--- config.mk ---
export PLATFORM = sky130hd
export DESIGN_NAME = ir_key_event_ctrl
export DESIGN_NICKNAME = d
export VERILOG_FILES = /design/src/rtl/ir_key_event_ctrl.sv
export SDC_FILE = /design/constraint.sdc
export NUM_CORES = 1
export LEC_CHECK = 0
export CAP_MARGIN = 0
export CELL_PAD_IN_SITES_DETAIL_PLACEMENT = 1
export CELL_PAD_IN_SITES_GLOBAL_PLACEMENT = 2
export CORE_AREA = 2 2 142 144
export DETAILED_ROUTE_END_ITERATION = 7
export DIE_AREA = 0 0 144 146
export GPL_TIMING_DRIVEN = 0
export PLACE_DENSITY = 0.87
export SLEW_MARGIN = 15
export SYNTH_ARGS = -nofsm -noshare
export SYNTH_HDL_FRONTEND = slang
export SYNTH_SLANG_ARGS = --single-unit
export TNS_END_PERCENT = 10
--- constraint.sdc ---
create_clock -name i_Clock -period 7.5 [get_ports i_Clock]
set_input_delay 1.875 -clock i_Clock [delete_from_list [all_inputs] [get_ports i_Clock]]
set_output_delay 1.875 -clock i_Clock [all_outputs]
set_load 0.02 [all_outputs]
--- src/rtl/ir_key_event_ctrl.sv ---
`timescale 1ns / 1ps
// NEC frame sequencer: turns decoded IR frames into PRESS/REPEAT/RELEASE events in a FWFT FIFO.
// Optional macro IR_ADDR_FILTER_EN: valid frames whose address differs from ADDR_MATCH are rejected.
module ir_key_event_ctrl #(
    parameter int unsigned CLOCK_FREQ_MHZ  = 12,
    parameter int unsigned HOLD_MS         = 120,
    parameter int unsigned REPEAT_DELAY_MS = 500,
    parameter int unsigned REPEAT_RATE_MS  = 100,
    parameter int unsigned FIFO_DEPTH      = 4,
    parameter logic [7:0]  ADDR_MATCH      = 8'h00
) (
    input  logic        i_Clock,
    input  logic        i_Reset_n,
    input  logic [31:0] i_Frame,
    input  logic        i_FrameReady,
    output logic        o_EvValid,
    input  logic        i_EvReady,
    output logic [1:0]  o_EvType,
    output logic [7:0]  o_EvAddr,
    output logic [7:0]  o_EvCmd,
    output logic        o_Held,
    output logic [7:0]  o_ErrCount,
    output logic        o_Overflow,
    input  logic        i_ClearStatus
);

    localparam int unsigned PrescReload = CLOCK_FREQ_MHZ * 1000 - 1;
    localparam int unsigned PrescW = (PrescReload > 0) ? $clog2(PrescReload + 1) : 1;
    localparam int unsigned MaxMs0 = (HOLD_MS > REPEAT_DELAY_MS) ? HOLD_MS : REPEAT_DELAY_MS;
    localparam int unsigned MaxMs = (MaxMs0 > REPEAT_RATE_MS) ? MaxMs0 : REPEAT_RATE_MS;
    localparam int unsigned TmrW = $clog2(MaxMs + 1);
    localparam int unsigned PtrW = $clog2(FIFO_DEPTH);

    localparam logic [1:0] EvPress   = 2'b01;
    localparam logic [1:0] EvRepeat  = 2'b10;
    localparam logic [1:0] EvRelease = 2'b11;

`ifdef IR_ADDR_FILTER_EN
    localparam bit AddrFilter = 1'b1;
`else
    localparam bit AddrFilter = 1'b0;
`endif

    typedef enum logic [1:0] {StIdle, StHeld, StSwap} state_e;

    function automatic logic [7:0] rev8(input logic [7:0] b);
        logic [7:0] r;
        for (int i = 0; i < 8; i++) r[i] = b[7-i];
        return r;
    endfunction

    logic              rdy_q, rdy_qq, pend_q, rise, pend_take;
    logic [31:0]       pend_frame_q;
    logic [7:0]        addr, naddr, cmd, ncmd;
    logic              frame_ok, same_key, release_due, tick;
    logic [PrescW-1:0] presc_q;
    state_e            state_q;
    logic [TmrW-1:0]   hold_q, rpt_q;
    logic [7:0]        key_addr_q, key_cmd_q;
    logic              push_q;
    logic [1:0]        push_type_q;
    logic [7:0]        push_addr_q, push_cmd_q;
    logic [17:0]       mem_q [FIFO_DEPTH];
    logic [PtrW-1:0]   wr_ptr_q, rd_ptr_q;
    logic [PtrW:0]     count_q;
    logic              full, pop, do_push, drop;

    // Frame edge detection on the registered ready level; a newer frame overwrites a pending one.
    assign rise = rdy_q & ~rdy_qq;

    always_ff @(posedge i_Clock or negedge i_Reset_n) begin
        if (!i_Reset_n) begin
            rdy_q        <= 1'b0;
            rdy_qq       <= 1'b0;
            pend_q       <= 1'b0;
            pend_frame_q <= '0;
        end else begin
            rdy_q  <= i_FrameReady;
            rdy_qq <= rdy_q;
            if (rise) begin
                pend_q       <= 1'b1;
                pend_frame_q <= i_Frame;
            end else if (pend_take) begin
                pend_q <= 1'b0;
            end
        end
    end

    assign addr     = rev8(pend_frame_q[31:24]);
    assign naddr    = rev8(pend_frame_q[23:16]);
    assign cmd      = rev8(pend_frame_q[15:8]);
    assign ncmd     = rev8(pend_frame_q[7:0]);
    assign frame_ok = (addr == ~naddr) && (cmd == ~ncmd) && (!AddrFilter || addr == ADDR_MATCH);
    assign same_key = (addr == key_addr_q) && (cmd == key_cmd_q);

    assign tick        = (presc_q == PrescW'(PrescReload));
    assign release_due = (state_q == StHeld) && (hold_q == '0);
    // A timeout RELEASE outranks the pending frame; StSwap defers it one cycle.
    assign pend_take   = pend_q && ((state_q == StIdle) || ((state_q == StHeld) && !release_due));

    always_ff @(posedge i_Clock or negedge i_Reset_n) begin
        if (!i_Reset_n) presc_q <= '0;
        else            presc_q <= tick ? '0 : presc_q + PrescW'(1);
    end

    always_ff @(posedge i_Clock or negedge i_Reset_n) begin
        if (!i_Reset_n) begin
            state_q     <= StIdle;
            hold_q      <= '0;
            rpt_q       <= '0;
            key_addr_q  <= '0;
            key_cmd_q   <= '0;
            push_q      <= 1'b0;
            push_type_q <= '0;
            push_addr_q <= '0;
            push_cmd_q  <= '0;
        end else begin
            push_q <= 1'b0;
            if ((state_q == StHeld) && tick) begin
                if (hold_q != '0) hold_q <= hold_q - TmrW'(1);
                if (rpt_q != '0)  rpt_q  <= rpt_q - TmrW'(1);
            end
            unique case (state_q)
                StIdle: begin
                    if (pend_take && frame_ok) begin
                        push_q      <= 1'b1;
                        push_type_q <= EvPress;
                        push_addr_q <= addr;
                        push_cmd_q  <= cmd;
                        key_addr_q  <= addr;
                        key_cmd_q   <= cmd;
                        hold_q      <= TmrW'(HOLD_MS);
                        rpt_q       <= TmrW'(REPEAT_DELAY_MS);
                        state_q     <= StHeld;
                    end
                end
                StHeld: begin
                    if (release_due) begin
                        push_q      <= 1'b1;
                        push_type_q <= EvRelease;
                        push_addr_q <= key_addr_q;
                        push_cmd_q  <= key_cmd_q;
                        state_q     <= StIdle;
                    end else if (pend_take) begin
                        if (frame_ok && same_key) begin
                            hold_q <= TmrW'(HOLD_MS);
                        end else if (frame_ok) begin
                            push_q      <= 1'b1;
                            push_type_q <= EvRelease;
                            push_addr_q <= key_addr_q;
                            push_cmd_q  <= key_cmd_q;
                            key_addr_q  <= addr;
                            key_cmd_q   <= cmd;
                            state_q     <= StSwap;
                        end
                    end else if (rpt_q == '0) begin
                        push_q      <= 1'b1;
                        push_type_q <= EvRepeat;
                        push_addr_q <= key_addr_q;
                        push_cmd_q  <= key_cmd_q;
                        rpt_q       <= TmrW'(REPEAT_RATE_MS);
                    end
                end
                StSwap: begin
                    push_q      <= 1'b1;
                    push_type_q <= EvPress;
                    push_addr_q <= key_addr_q;
                    push_cmd_q  <= key_cmd_q;
                    hold_q      <= TmrW'(HOLD_MS);
                    rpt_q       <= TmrW'(REPEAT_DELAY_MS);
                    state_q     <= StHeld;
                end
                default: state_q <= StIdle;
            endcase
        end
    end

    assign o_Held = (state_q != StIdle);

    // Event FIFO: first-word fall-through, full-with-pop still accepts the push.
    assign o_EvValid = (count_q != '0);
    assign full      = (count_q == (PtrW + 1)'(FIFO_DEPTH));
    assign pop       = o_EvValid && i_EvReady;
    assign do_push   = push_q && (!full || pop);
    assign drop      = push_q && full && !pop;

    always_ff @(posedge i_Clock) begin
        if (do_push) mem_q[wr_ptr_q] <= {push_type_q, push_addr_q, push_cmd_q};
    end

    always_ff @(posedge i_Clock or negedge i_Reset_n) begin
        if (!i_Reset_n) begin
            wr_ptr_q <= '0;
            rd_ptr_q <= '0;
            count_q  <= '0;
        end else begin
            if (do_push) wr_ptr_q <= wr_ptr_q + PtrW'(1);
            if (pop)     rd_ptr_q <= rd_ptr_q + PtrW'(1);
            if (do_push && !pop)      count_q <= count_q + (PtrW + 1)'(1);
            else if (pop && !do_push) count_q <= count_q - (PtrW + 1)'(1);
        end
    end

    assign {o_EvType, o_EvAddr, o_EvCmd} = o_EvValid ? mem_q[rd_ptr_q] : 18'd0;

    always_ff @(posedge i_Clock or negedge i_Reset_n) begin
        if (!i_Reset_n) begin
            o_ErrCount <= '0;
            o_Overflow <= 1'b0;
        end else if (i_ClearStatus) begin
            o_ErrCount <= '0;
            o_Overflow <= 1'b0;
        end else begin
            if (pend_take && !frame_ok && (o_ErrCount != 8'hFF)) o_ErrCount <= o_ErrCount + 8'd1;
            if (drop) o_Overflow <= 1'b1;
        end
    end

endmodule

==> metrics.txt <==
status=finished clean; placed cell area=9650 sq um; clk_lat worst skew=0.44 ns; Primary FF master, synth=dfrtp_1; Worst Setup End Kind=output port; maximum VDD drop=0.129 mV; Clock transition at path regs=0.08 ns; crit start category=flip-flop; GR Overflow Total=0; Leak=3.93 nW; clock sink count=192; power share of the sequential group=45.8%; Post-Route Utilization=53.1%; Synth Warn #=0; placer congestion estimate=0.769; top cell type's share of synthesized area=34.7%; PortBufs=64; Int Pwr=1.83 mW; non-filler cells, final=980; synthesis-to-finish area growth=18.7%; power per cell area=251 nW/um^2; WP data arrival=2.92 ns; metal2 WL=9.74 mm; DR iter-0 viols=284; clock share of power=36.0%; Post-synth top cells=120 x dfrtp_1, 74 x mux2_2, 72 x edfxtp_1; Switching Fraction=29.1%; Initial DRT Pass Iterations=4; first-pass GRT wire length=31.2 mm; metal1 wirelength=8.32 mm; routed len/inst=19.3 um; worst slew pin tran=1.03 ns; CTS H-Tree Depth=4; Final setup violation count=0; synth unique cells=54; clk_skew=0.00863 ns; slew margin rel.=31.6%; crit path time final=4.80 ns; worst-path maximum fanout=10; Post-DP HPWL=13.3 mm; critical path class=reg -> out; Post-CTS Hold Buffers=0; Initial Util=44.7%; initial antenna violation count=0; fillers=1913; GRT Util Overall=19.4%; sequential cell area fraction in the yosys report=59.7%; Psw=748 uW; RSZ-0062 raised after global routing=no; CTS buffer count=17; asr flop ratio synth=62.5%; DRC Markers=0; area leader, netlist=dfrtp_1; HP Class=reg -> reg; placed insts=948; Mapped Area=8650 sq um; routed wire length=19.0 mm; DR vias=5246; Max Clock Freq=0.208 GHz; number of global-route vias before repair=5844; Die Ht=146 um; layout net count=754; Top Layer Used=met4; met3 WL post-DR=562 um; Comb pwr share=18.2%; Mapped Nets=670; Yosys reg bits=192; Clock Path Buffers=2; critical path required time=5.62 ns; most common cell in the synthesized netlist=dfrtp_1; Final Max Tran Viols=0; I/O pin total=66; core area=19300 sq um; PostCTS Resize Cnt=0; ant diodes=0; average size of a mapped cell=14.0 sq um; total die area=21000 sq um; Final Hold Viols=0; largest net degree at the start of global routing=78; vias per inst=5.35; Setup Buffers After CTS=0; top post-synthesis cells by area=dfrtp_1 35%, edfxtp_1 25%, mux2_2 9.6%; Final Instance Area=10300 sq um; Site Rows=51; number of max-cap violations=0; share of layout cells above drive strength 1=20.6%; WHS=0.380 ns; CTS tree=done; crit share post-route=64.0%; Post-Synthesis Cells=618; antenna-violating nets left=0; EDFF count, synth=72; clock root cell=clkbuf_16; die width=144 um
-- routing by layer --
metal  global-route usage (%)  vias to the layer above
met4                     6.27                        0
met5                        0                        -
li1                         -                     2408
met3                     3.29                       28
met2                     33.0                      102
met1                     25.2                     2708
-- per-stage QoR --
step	TNS [ns]	setup WS, ns	total power, mW
global placement	-13.49	-0.121	1.66
detailed placement	0	3.12	1.68
floorplan	0	4.00	1.48
finish	0	2.70	2.57
CTS	0	2.64	2.60
global route	0	2.53	2.68
-- critical path, cell delays in order (launching register included) --
cell and delay (ns):
dfrtp_1 0.33, clkbuf_1 0.49, clkbuf_1 0.53, mux4_2 0.43
and2_1 0.17, clkdlybuf4s50_1 0.53
-- flip-flops by register name, summed over array words and instances (netlist names) --
register	count
rdy_qq	1
state_q	2
push_type_q	2
key_cmd_q	8
pend_q	1
push_q	1
push_cmd_q	8
rpt_q	9
push_addr_q	8
count_q	3
rd_ptr_q	2
key_addr_q	8
presc_q	14
hold_q	9
pend_frame_q	32
wr_ptr_q	2
mem_q	72
o_Overflow	1
o_ErrCount	8
rdy_q	1
-- power by group through the flow --
| stage | Sequential, mW | Combinational, mW | Clock, mW |
|---|---|---|---|
| global placement | 1.20 | 0.463 | 0 |
| finish | 1.18 | 0.469 | 0.926 |
| floorplan | 1.18 | 0.295 | 0 |
| global route | 1.19 | 0.515 | 0.982 |
| CTS | 1.18 | 0.479 | 0.941 |
| detailed placement | 1.20 | 0.476 | 0 |
-- worst paths after layout --
kind                                          from                         end  slack [ns]  cells past startpoint
setup / recovery           rd_ptr_q[1]$_DFFE_PN0P_                 o_EvType[0]        2.70                      5
hold / removal                     rdy_q$_DFF_PN0_            rdy_qq$_DFF_PN0_        0.38                      0
setup reg to reg               hold_q[0]$_DFF_PN0_  push_addr_q[2]$_DFFE_PN0P_        4.14                      9
hold reg to reg                    rdy_q$_DFF_PN0_            rdy_qq$_DFF_PN0_        0.38                      0
max in group asynchronous                i_Reset_n          pend_q$_DFFE_PN0P_        5.43                      2
min in group asynchronous                i_Reset_n     rd_ptr_q[1]$_DFFE_PN0P_        1.35                      1
-- logic make-up after synthesis --
kind of cell,synth area share [%]
DFF,59.7
buffers and inverters,1.91
and+or+nand+nor,10.1
adders and majority gates,2.26
xor gates and xnor gates,6.38
AOI/OAI and AO/OA,3.63
muxes,16.0
-- cell type report --
class / count / area [sq um] / area share, %
clock buffers: 17 / 425 / 4.14
repair buffers: 65 / 669 / 6.52
plain buffers: 24 / 109 / 1.06
well taps: 265 / 332 / 3.23
multi-input cells: 387 / 3320 / 32.3
inverters: 15 / 56.3 / 0.549
clock inverters: 15 / 193 / 1.88
flip-flops and latches: 192 / 5160 / 50.3
-- placed cells by master (no fill, tap or decap), types with 7 or more instances in the layout --
master,instances
dfrtp_1,120
o21ai_0,18
clkbuf_1,21
nand4_1,11
mux4_2,18
xnor2_1,15
nor2_1,30
xor2_1,48
nand2_1,29
nor3_1,7
clkdlybuf4s50_1,63
nand3_1,14
and2_1,24
mux2_4,9
mux2_2,74
clkbuf_16,17
edfxtp_1,72
ha_1,14
inv_1,15
a21oi_1,11
(Power assumes the default switching activity.)
